**src/rtl/cache_ctrl_pkg.sv**
```systemverilog
// Shared types and encodings for the L1 cache controller.
package cache_ctrl_pkg;

   typedef enum logic [1:0] {
      IDLE      = 2'd0,
      WRITEBACK = 2'd1,
      ALLOCATE  = 2'd2
   } cache_state_t;

   localparam logic DIN_CPU   = 1'b0;
   localparam logic DIN_PMEM  = 1'b1;
   localparam logic PADDR_CPU = 1'b0;
   localparam logic PADDR_WB  = 1'b1;

   function automatic logic [1:0] way_onehot(input logic w);
      return w ? 2'b10 : 2'b01;
   endfunction

endpackage

```
**src/rtl/sat_counter.sv**
```systemverilog
// Event counter that sticks at all-ones instead of wrapping.
module sat_counter #(
   parameter int W = 16
) (
   input  logic         clk,
   input  logic         reset,
   input  logic         inc,
   output logic [W-1:0] count
);

   always_ff @(posedge clk) begin
      if (reset)
         count <= '0;
      else if (inc && !(&count))
         count <= count + 1'b1;
   end

endmodule

```
**src/rtl/cache_control.sv**
```systemverilog
// Sequencing FSM for the 2-way write-back / write-allocate L1 cache,
// with saturating hit/miss/writeback counters.
module cache_control
   import cache_ctrl_pkg::*;
#(
   parameter int CNT_W = 16
) (
   input  logic             clk,
   input  logic             reset,
   input  logic             mem_read,
   input  logic             mem_write,
   input  logic [1:0]       way_hit,
   input  logic [1:0]       way_valid,
   input  logic [1:0]       way_dirty,
   input  logic             lru_in,
   input  logic             pmem_resp,
   output logic             mem_resp,
   output logic             pmem_read,
   output logic             pmem_write,
   output logic [1:0]       data_load,
   output logic [1:0]       tag_load,
   output logic [1:0]       valid_set,
   output logic [1:0]       dirty_set,
   output logic [1:0]       dirty_clr,
   output logic             lru_load,
   output logic             lru_out,
   output logic             data_in_sel,
   output logic             pmem_addr_sel,
   output logic             way_sel,
   output logic [CNT_W-1:0] hit_count,
   output logic [CNT_W-1:0] miss_count,
   output logic [CNT_W-1:0] wb_count
);

   cache_state_t state, next_state;
   logic victim;
   logic rst_d;
   logic out_en;
   logic req, hit, hw, need_wb;
   logic hit_inc, miss_inc, wb_inc;

   // Outputs and transitions are held off for the reset cycle and the one after.
   assign out_en  = ~reset & ~rst_d;
   assign req     = mem_read | mem_write;
   assign hit     = |way_hit;
   assign hw      = ~way_hit[0];
   assign need_wb = way_valid[lru_in] & way_dirty[lru_in];

   always_ff @(posedge clk) begin
      if (reset) begin
         state  <= IDLE;
         victim <= 1'b0;
         rst_d  <= 1'b1;
      end else begin
         state <= next_state;
         rst_d <= 1'b0;
         if (out_en && state == IDLE && req && !hit)
            victim <= lru_in;
      end
   end

   always_comb begin
      next_state = state;
      if (!out_en) begin
         next_state = IDLE;
      end else begin
         case (state)
            IDLE:      if (req && !hit) next_state = need_wb ? WRITEBACK : ALLOCATE;
            WRITEBACK: if (pmem_resp) next_state = ALLOCATE;
            ALLOCATE:  if (pmem_resp) next_state = IDLE;
            default:   next_state = IDLE;
         endcase
      end
   end

   always_comb begin
      mem_resp      = 1'b0;
      pmem_read     = 1'b0;
      pmem_write    = 1'b0;
      data_load     = 2'b00;
      tag_load      = 2'b00;
      valid_set     = 2'b00;
      dirty_set     = 2'b00;
      dirty_clr     = 2'b00;
      lru_load      = 1'b0;
      lru_out       = 1'b0;
      data_in_sel   = DIN_CPU;
      pmem_addr_sel = PADDR_CPU;
      way_sel       = 1'b0;
      hit_inc       = 1'b0;
      miss_inc      = 1'b0;
      wb_inc        = 1'b0;
      if (out_en) begin
         case (state)
            IDLE: begin
               if (req && hit) begin
                  mem_resp = 1'b1;
                  way_sel  = hw;
                  lru_load = 1'b1;
                  lru_out  = ~hw;
                  hit_inc  = 1'b1;
                  if (mem_write) begin
                     data_load   = way_onehot(hw);
                     dirty_set   = way_onehot(hw);
                     data_in_sel = DIN_CPU;
                  end
               end else if (req) begin
                  miss_inc = 1'b1;
                  wb_inc   = need_wb;
               end
            end
            WRITEBACK: begin
               pmem_write    = 1'b1;
               pmem_addr_sel = PADDR_WB;
               way_sel       = victim;
            end
            ALLOCATE: begin
               pmem_read     = 1'b1;
               pmem_addr_sel = PADDR_CPU;
               data_in_sel   = DIN_PMEM;
               if (pmem_resp) begin
                  data_load = way_onehot(victim);
                  tag_load  = way_onehot(victim);
                  valid_set = way_onehot(victim);
                  dirty_clr = way_onehot(victim);
               end
            end
            default: ;
         endcase
      end
   end

   sat_counter #(.W(CNT_W)) u_hit_cnt (
      .clk(clk), .reset(reset), .inc(hit_inc), .count(hit_count)
   );
   sat_counter #(.W(CNT_W)) u_miss_cnt (
      .clk(clk), .reset(reset), .inc(miss_inc), .count(miss_count)
   );
   sat_counter #(.W(CNT_W)) u_wb_cnt (
      .clk(clk), .reset(reset), .inc(wb_inc), .count(wb_count)
   );

endmodule

```
**config.mk**
```make
export PLATFORM = sky130hd
export DESIGN_NAME = cache_control
export DESIGN_NICKNAME = d
export VERILOG_FILES = /design/src/rtl/cache_ctrl_pkg.sv /design/src/rtl/sat_counter.sv /design/src/rtl/cache_control.sv
export SDC_FILE = /design/constraint.sdc
export NUM_CORES = 1
export LEC_CHECK = 0
export BUFFER_PORTS_ARGS = -buffer_cell sky130_fd_sc_hd__buf_2
export CAP_MARGIN = 15
export CORE_AREA = 4 4 79 81
export CTS_BUF_LIST = sky130_fd_sc_hd__clkbuf_8 sky130_fd_sc_hd__clkbuf_16
export DETAILED_ROUTE_END_ITERATION = 7
export DIE_AREA = 0 0 83 85
export PLACE_DENSITY_LB_ADDON = 0.2
export SYNTH_ARGS = -nofsm -noshare
export SYNTH_HDL_FRONTEND = slang
export SYNTH_SLANG_ARGS = --single-unit
```
**constraint.sdc**
```tcl
create_clock -name clk -period 2.6 [get_ports clk]
set_clock_uncertainty 0.15 [all_clocks]
set_input_delay 0.13 -clock clk [delete_from_list [all_inputs] [get_ports clk]]
set_output_delay 0.13 -clock clk [all_outputs]
set_load 0.02 [all_outputs]
```
; ---- Word-level counts from Yosys, hierarchy flattened
; Index checks and enable logic that the tools add are counted.
[word_totals]
reg_bits = 52
wordCells = 83
output_inout_bits = 66
[classes]
n_eq_ne = 5
bitwise = 7
mux = 42
addsub = 3
magnitude_cmp = 1
n_reduce_logical = 19
[ops]
columns = op, n
row1 = $add 16x1->16 const B, 3
row2 = $reduce_and 16->1, 3
row3 = $mux 2, 14
row4 = $mux 1, 25
row5 = $logic_and 1x1->1, 8
row6 = $pmux 2 s3, 1
row7 = $logic_not 1->1, 4
row8 = $ne 2x2->1 const B, 2
row9 = $not 1->1, 4
row10 = $pmux 2 s2, 1
row11 = $reduce_or 2->1, 2
row12 = $reduce_and 3->1, 1
row13 = $and 1x1->1, 2
row14 = $eq 2x1->1 const B, 1
row15 = $eq 2x2->1 const B, 1
row16 = $logic_not 2->1, 1
row17 = $lt 1x2->1 const B, 1
row18 = $ne 2x1->1 const B, 1
row19 = $pmux 1 s2, 1
row20 = $or 1x1->1, 1

; ---- Longest topological paths before layout
; Gate-level depths: netlist of run 1.
[logic_depth]
word_depth = 8
mapped_depth = 7
mapped_depth_nobuf = 6

; ---- Hierarchy
; A second synthesis of run 1 with hierarchy kept.
[unflattened]
hier_cells = 335
hier_area_um2 = 2854.0
[modules_own_cells]
columns = mod, area_per_inst_um2, n_inst, cells_per_inst, seq_area_each_um2
row1 = sat_counter at u_hit_cnt ..., 833.3, 2, 96, 320.3
row2 = sat_counter at u_wb_cnt, 834.6, 1, 95, 320.3
row3 = cache_control, 352.8, 1, 48, 80.1

; ---- Worst setup path after synthesis of run 1
; Ideal clock, no wire load.
[synth_timing]
kind = flip-flop to output port
startpoint = register state[1]
endpoint = output data_load[0]
n_path_buf = 0
arrival_ps = 2110
setup_slack_ps = 210
stages_incl_launch_ff = 5
cell_sequence = dfxtp_1 nor4b_1 nand2_1 nor2_1 or2_2
[synth_via]
elab_chain_len = 3
[synth_lines]
columns = element, line_no
row1 = from (decl), cache_control.sv:35  ; cache_state_t state, next_state;
row2 = from (signal assigned), cache_control.sv:55  ; state <= next_state;
row3 = $eq 2x2->1 or $logic_not 2->1 (tied branches), cache_control.sv:94  ; case (state)
row4 = $pmux 2 s2 *, cache_control.sv:94
row5 = $mux 2 *, cache_control.sv:93  ; if (out_en) begin
row6 = to (decl), cache_control.sv:20  ; output logic [1:0] data_load,
; Mark *: on every way between the ends. The rest lies on a longest branch, timed or not.

; ---- Worst setup path in the final report of run 1
[layout_timing]
startpoint = register state[1]
endpoint = output data_load[1]
; The elaborated chain is that of the path after synthesis.

==> summary.md, run 1 <==
| Metric | Value |
|---|---|
| Die H | 85 um |
| Post-CTS Setup Inserts | 0 |
| Clock Latency Late Sink | 300 ps |
| # setup viols final | 0 |
| Worst vdd ir | 0.181 mV |
| DIE AREA | 0.00706 sq mm |
| Synth Instances | 319 |
| Pwr/cell area | 391 mW/mm^2 |
| Antenna violations before repair | 0 |
| Routed Antenna Nets | 0 |
| Worst endpoint required time | 2320 ps |
| Num CTS Buffers | 5 |
| Final min period | 2380 ps |
| Clk buf depth | 2 |
| Hold_ws | 140 ps |
| Maxcap violations | 0 |
| Starting DRT DRC Count | 133 |
| Routed via count | 2,534 |
| Post-synth EDFFs | 0 |
| Final worst-path cycle share | 0.914 |
| Syn nets | 334 |
| Synth Cell Area | 0.00279 sq mm |
| YS warnings | 0 |
| CTS root buf | clkbuf_8 |
| Crit path kind | flip-flop to primary output |
| Fin Setup TNS | 0 ps |
| DR WL/cell | 13.9 um |
| H-tree depth | 2 |
| Most frequent cell after synthesis | nor2_1 |
| CTS tree | done |
| Post-synthesis sequential area ratio | 0.374 |
| Diode count | 0 |
| Total grt overflow | 0 |
| Main synth FF type | dfxtp_1 |
| Fill count | 533 |
| Pin count of the biggest net entering global routing | 31 |
| Max-slew headroom | 0.512 |
| Top cell type's share of synthesized area | 0.374 |
| Detailed Place HPWL | 4800 um |
| R2R Path End | u_wb_cnt.count[11] |
| Max Clk Rate | 421 MHz |
| Final wirelength | 6410 um |
| Vias in the first global route | 2,375 |
| Die X | 83 um |
| DR vias/cell | 5.47 |
| NumNets Final | 408 |
| Cell taking the most area after synthesis | dfxtp_1 |
| Crit-path max FO | 16 |
| Avg Synthesized Cell Area | 8.73 sq um |
| Worst slew pin tran | 721 ps |
| Critical path launch point type | flip-flop |
| Critical Path AT | 2100 ps |
| Final GP Congestion | 0.816 |
| Crit. Startpoint | state[1] |
| Initial Util | 0.509 |
| Commonest cells post-synth | nor2_1, dfxtp_1, xnor2_1, nand4_1, nand2_1 |
| IO Count | 78 |
| First-pass GRT wire length | 11,000 um |
| FP Rows | 27 |
| Hold depth | 2 |
| Final Hold Viols | 0 |
| Synth unique cells | 42 |
| FF-to-FF setup slack | 380 ps |
| Area Overhead vs Synth | 18.7% |
| DR DRC count | 0 |
| Number of synthesized register bits | 52 |
| Clk sinks | 52 |
| Share of cells above drive strength 1 | 0.294 |
| Worst setup path end | data_load[1] |
| Status | completed |
| Fin. max-slew vios | 0 |
| RSZ-0062 raised after global routing | no |
| Worst min path class | primary input to flip-flop |
| Critical R2R Launch | state[1] |
| Path depth of the worst reg2reg path | 5 |
| # port buffers | 77 |
| Leakage dissipation | 1.29 nW |
| FFs w/ async S/R, synth | 0 |
| DRT Pass-1 Iters | 4 |
| Synth top area cells | dfxtp_1, xnor2_1, nor2_1 |
| GRT Util Overall | 0.184 |
| Setup crit end kind | primary output |
| Core box area | 0.00547 sq mm |
| Clk slew on worst S/H paths | 80 ps |
-- stage by stage --
stage | setup WS, ps | instance area (sq um) | cells | power [mW] | util
after floorplan | 210 | 2790 | 319 | 0.874 | -
after global placement | 488 | 3210 | 456 | 0.898 | 0.586
after CTS | 103 | 3300 | 463 | 1.31 | 0.603
final | 224 | 3310 | 463 | 1.29 | 0.604
after global routing | 18.6 | 3310 | 463 | 1.35 | 0.604
after detailed placement | 426 | 3210 | 456 | 0.899 | 0.586
-- state kept, by name, summed over array words and instances, names as in the netlist --
signal            flops
rst_d                 1
state                 2
u_hit_cnt.count      16
u_miss_cnt.count     16
u_wb_cnt.count       16
victim                1
-- cells by family after synthesis --
| group | synth area share |
|---|---|
| simple gates | 0.350 |
| flops | 0.374 |
| xor+xnor | 0.123 |
| buf+inv | 0.0521 |
| compound gates | 0.0696 |
| mux | 0.0184 |
| fa+ha+maj | 0.0135 |
-- layer usage --
| metal | global-route usage | vias to the layer above | part of all wire |
|---|---|---|---|
| li1 | - | 1281 | - |
| met1 | 0.229 | 1180 | 0.46 |
| met2 | 0.315 | 64 | 0.47 |
| met3 | 0.0485 | 9 | 0.053 |
| met4 | 0.0505 | 0 | 0.014 |
| met5 | 0 | - | 0 |
-- power breakdown --
| group | leakage [nW] | internal [mW] | switching, mW |
|---|---|---|---|
| Sequential | 0.419 | 0.799 | 0.00552 |
| Clock | 0.0359 | 0.174 | 0.236 |
| Combinational | 0.839 | 0.0282 | 0.0502 |
-- area by class of cell --
type                    instances  area [sq um]  area share
clock buffers                   5          68.8      0.0208
inverters                       7          26.3     0.00795
multi-input cells             240          1620       0.488
flip-flops and latches         52          1040       0.315
well taps                      72          90.1      0.0272
repair buffers                 87           465       0.141
-- worst max-delay path: stages (launching register included) --
cell and delay, ps:
dfxtp_1 370, nor4_4 540, nand3b_4 260, inv_1 200, and3_1 190, or2_2 100, buf_2 150
-- worst min-delay path by stage --
stage / startpoint / endpoint / slack (ps)
after floorplan: reset / rst_d / 8
after global placement: pmem_resp / state[0] / 250
after detailed placement: lru_in / victim / 250
final: reset / rst_d / 140
after global routing: reset / rst_d / 150
after CTS: reset / rst_d / 130
-- placed cells by master, fill, tap and decap left out, types with 2 or more instances in the layout --
| master | count |
|---|---|
| mux2i_1 | 4 |
| xnor2_1 | 37 |
| nor2_1 | 53 |
| and3_1 | 8 |
| buf_4 | 8 |
| dfxtp_1 | 52 |
| a2111oi_2 | 2 |
| inv_1 | 7 |
| buf_2 | 77 |
| xor2_1 | 2 |
| or2_2 | 4 |
| nor4_1 | 14 |
| ha_1 | 3 |
| nand4_1 | 21 |
| nor4_2 | 6 |
| and2_1 | 2 |
| nor4b_2 | 2 |
| nor3_1 | 10 |
| nor4b_1 | 4 |
| a21oi_1 | 4 |
| nand2_1 | 17 |
| nor3b_1 | 2 |
| nand3_1 | 15 |
| dlygate4sd3_1 | 2 |
| nor3_2 | 2 |
| and4_1 | 6 |
| o21ai_0 | 5 |
| clkbuf_8 | 5 |
| a211oi_2 | 4 |
-- repair_timing --
item | 4_1_cts | 5_1_grt
endpoints found under the setup margin | 0 | 2
hold buffers | 2 | 0
hold endpoints to repair | 2 | 0
gates resized for setup | 0 | 1
Note: power is estimated with default switching activity, not from simulation.
==> run 2: changes to the inputs <==
--- a/config.mk
+++ b/config.mk
@@ -7,10 +7,10 @@
 export LEC_CHECK = 0
 export BUFFER_PORTS_ARGS = -buffer_cell sky130_fd_sc_hd__buf_2
 export CAP_MARGIN = 15
-export CORE_AREA = 4 4 79 81
+export CORE_AREA = 4 4 89 91
 export CTS_BUF_LIST = sky130_fd_sc_hd__clkbuf_8 sky130_fd_sc_hd__clkbuf_16
 export DETAILED_ROUTE_END_ITERATION = 7
-export DIE_AREA = 0 0 83 85
+export DIE_AREA = 0 0 93 95
 export PLACE_DENSITY_LB_ADDON = 0.2
 export SYNTH_ARGS = -nofsm -noshare
 export SYNTH_HDL_FRONTEND = slang
==> run 2 against run 1 <==
Sequential power is essentially flat. Total power grew 15%. Highest routed layer unchanged. Maximum frequency shrank 0.90%. Worst setup slack lost 22 ps. Routed wire length grew 5.9%. Via count is essentially flat. Register-to-register slack lost 50 ps. Largest power group unchanged. Final cell count grew 6.3%.
==> summary.md, run 2 (synthesized netlist as in run 1, its figures left out) <==
| Metric | Value |
|---|---|
| Share of cells above drive strength 1 | 0.298 (+0.00359) |
| Clock Latency Late Sink | 300 ps (about the same) |
| Initial Util | 0.390 (-0.119) |
| WL met2 | 3120 um (+3.7%) |
| Maxcap violations | 0 (unchanged) |
| DRT Pass-1 Iters | 4 (unchanged) |
| Top layer in use | met4 |
| # port buffers | 77 (unchanged) |
| DR WL/cell | 13.8 um (-0.36%) |
| DIE AREA | 0.00884 sq mm (+25%) |
| Critical path launch point type | flip-flop |
| Max Clk Rate | 417 MHz (-0.90%) |
| Final min period | 2400 ps (+21.5 ps) |
| Non-Filler Instances | 492 (+6.3%) |
| CTS root buf | clkbuf_8 |
| Commonest non-fill, non-tap cells in the layout | buf_2, nor2_1, dfxtp_1, xnor2_1, nand4_1 |
| Detailed Place HPWL | 4900 um (+2.1%) |
| FF-to-FF setup slack | 330 ps (-50 ps) |
| Top Registers | u_hit_cnt.count: 16 flops, u_miss_cnt.count: 16 flops, u_wb_cnt.count: 16 flops |
| GRT Util Overall | 0.155 (-0.0287) |
| IO Count | 78 (unchanged) |
| Fill count | 755 (+42%) |
| Design Power | 1.49 mW (+15%) |
| Setup crit end kind | primary output |
| Met3 WL | 393 um (+16%) |
| Core box area | 0.00714 sq mm (+30%) |
| Worst min path class | primary input to flip-flop |
| Clk slew on worst S/H paths | 90 ps (about the same) |
| Critical Path AT | 2120 ps (+20 ps) |
| DR vias/cell | 5.15 (-5.9%) |
| Total grt overflow | 0 (unchanged) |
| H-tree depth | 2 (unchanged) |
| Fin. max-slew vios | 0 (unchanged) |
| Vias in the first global route | 2,330 (-1.9%) |
| FP Rows | 31 (+15%) |
| Met1 Wirelength | 3200 um (+7.6%) |
| Die X | 93 um (+12%) |
| DP Cell Count | 482 (+5.7%) |
| DR DRC count | 0 (unchanged) |
| Most common cell after layout, fill and taps aside | buf_2 |
| Crit path kind | flip-flop to primary output |
| Clk sinks | 52 (unchanged) |
| Fin Setup TNS | 0 ps (unchanged) |
| Area Overhead vs Synth | 21.7% |
| Status | completed |
| Routed via count | 2,533 (-0.039%) |
| Pwr/cell area | 440 mW/mm^2 (+12%) |
| Final GP Congestion | 0.817 (about the same) |
| RSZ-0062 raised after global routing | no |
| Antenna violations before repair | 0 (unchanged) |
| Final Hold Viols | 0 (unchanged) |
| Routed Antenna Nets | 0 (unchanged) |
| CTS tree | done |
| Final worst-path cycle share | 0.922 (+0.00828) |
| Post-CTS Setup Inserts | 0 (unchanged) |
| Starting DRT DRC Count | 75 (-44%) |
| Max-slew headroom | 0.543 (+0.0309) |
| # setup viols final | 0 (unchanged) |
| Pin count of the biggest net entering global routing | 52 (+68%) |
| Final wirelength | 6790 um (+5.9%) |
| Clk buf depth | 2 (unchanged) |
| Leakage dissipation | 1.32 nW (+1.8%) |
| Worst endpoint required time | 2320 ps (about the same) |
| Diode count | 0 (unchanged) |
| Crit-path max FO | 16 (unchanged) |
| Num CTS Buffers | 5 (unchanged) |
| NumNets Final | 407 (-0.25%) |
| Die H | 95 um (+12%) |
| Worst slew pin tran | 676 ps (-45.8 ps) |
| Hold_ws | 165 ps (+24.5 ps) |
| Worst vdd ir | 0.193 mV (+6.9%) |
| First-pass GRT wire length | 11,100 um (+0.18%) |
-- run 2: cell count changes in the layout (fill, tap and decap cells not counted), sizes merged --
cell	change
clkbuf	+2
buf	-1
bufinv	+1
-- run 2: worst max-delay path: stages (launching register included) --
cell and delay (ps):
dfxtp_1 380, nor4_4 530, nand3b_4 270, inv_1 200
and3_1 180, or2_2 100, buf_2 150
-- run 2: worst paths after layout --
path | from | cells after the start | endpoint
worst max-delay path | state[0] | 6 | data_load[1]
worst min-delay path | reset | 5 | state[0]
worst max register to register | state[0] | 5 | u_wb_cnt.count[12]
worst min register to register | u_miss_cnt.count[1] | 2 | u_miss_cnt.count[1]
-- run 2: repair_timing --
item | 4_1_cts | 5_1_grt
hold endpoints to repair | 2 | 0
hold buffers | 2 | 0
resized for setup | 0 | 1
endpoints found under the setup margin | 0 | 2
-- run 2: cell type report --
type / count / area (sq um) / area share
flip-flops and latches: 52 / 1040 / 0.307
multi-input cells: 240 / 1620 / 0.476
clock inverters: 1 / 30.0 / 0.00886
clock buffers: 7 / 96.3 / 0.0284
well taps: 99 / 124 / 0.0365
repair buffers: 86 / 458 / 0.135
inverters: 7 / 26.3 / 0.00775
-- run 2: through the flow --
step           setup WS, ps  cell area [sq um]  utilization
5_1_grt                14.4               3390        0.475
6_report                203               3390        0.475
2_1_floorplan           210               2790            -
4_1_cts                49.2               3380        0.474
3_5_place_dp            336               3240        0.453
3_3_place_gp            453               3240        0.453
-- run 2: report_power, final --
part | internal, mW | switching, mW | total, mW
sequential | 0.800 | 0.00570 | 0.805
clock | 0.340 | 0.267 | 0.607
combinational | 0.0274 | 0.0511 | 0.0785
total | 1.17 | 0.324 | 1.49
-- run 2: routing by layer --
metal  GRT usage  vias to the layer above
li1            -                     1278
met1       0.198                     1181
met2       0.258                       68
met3      0.0430                        6
met4      0.0440                        0
met5           0                        -
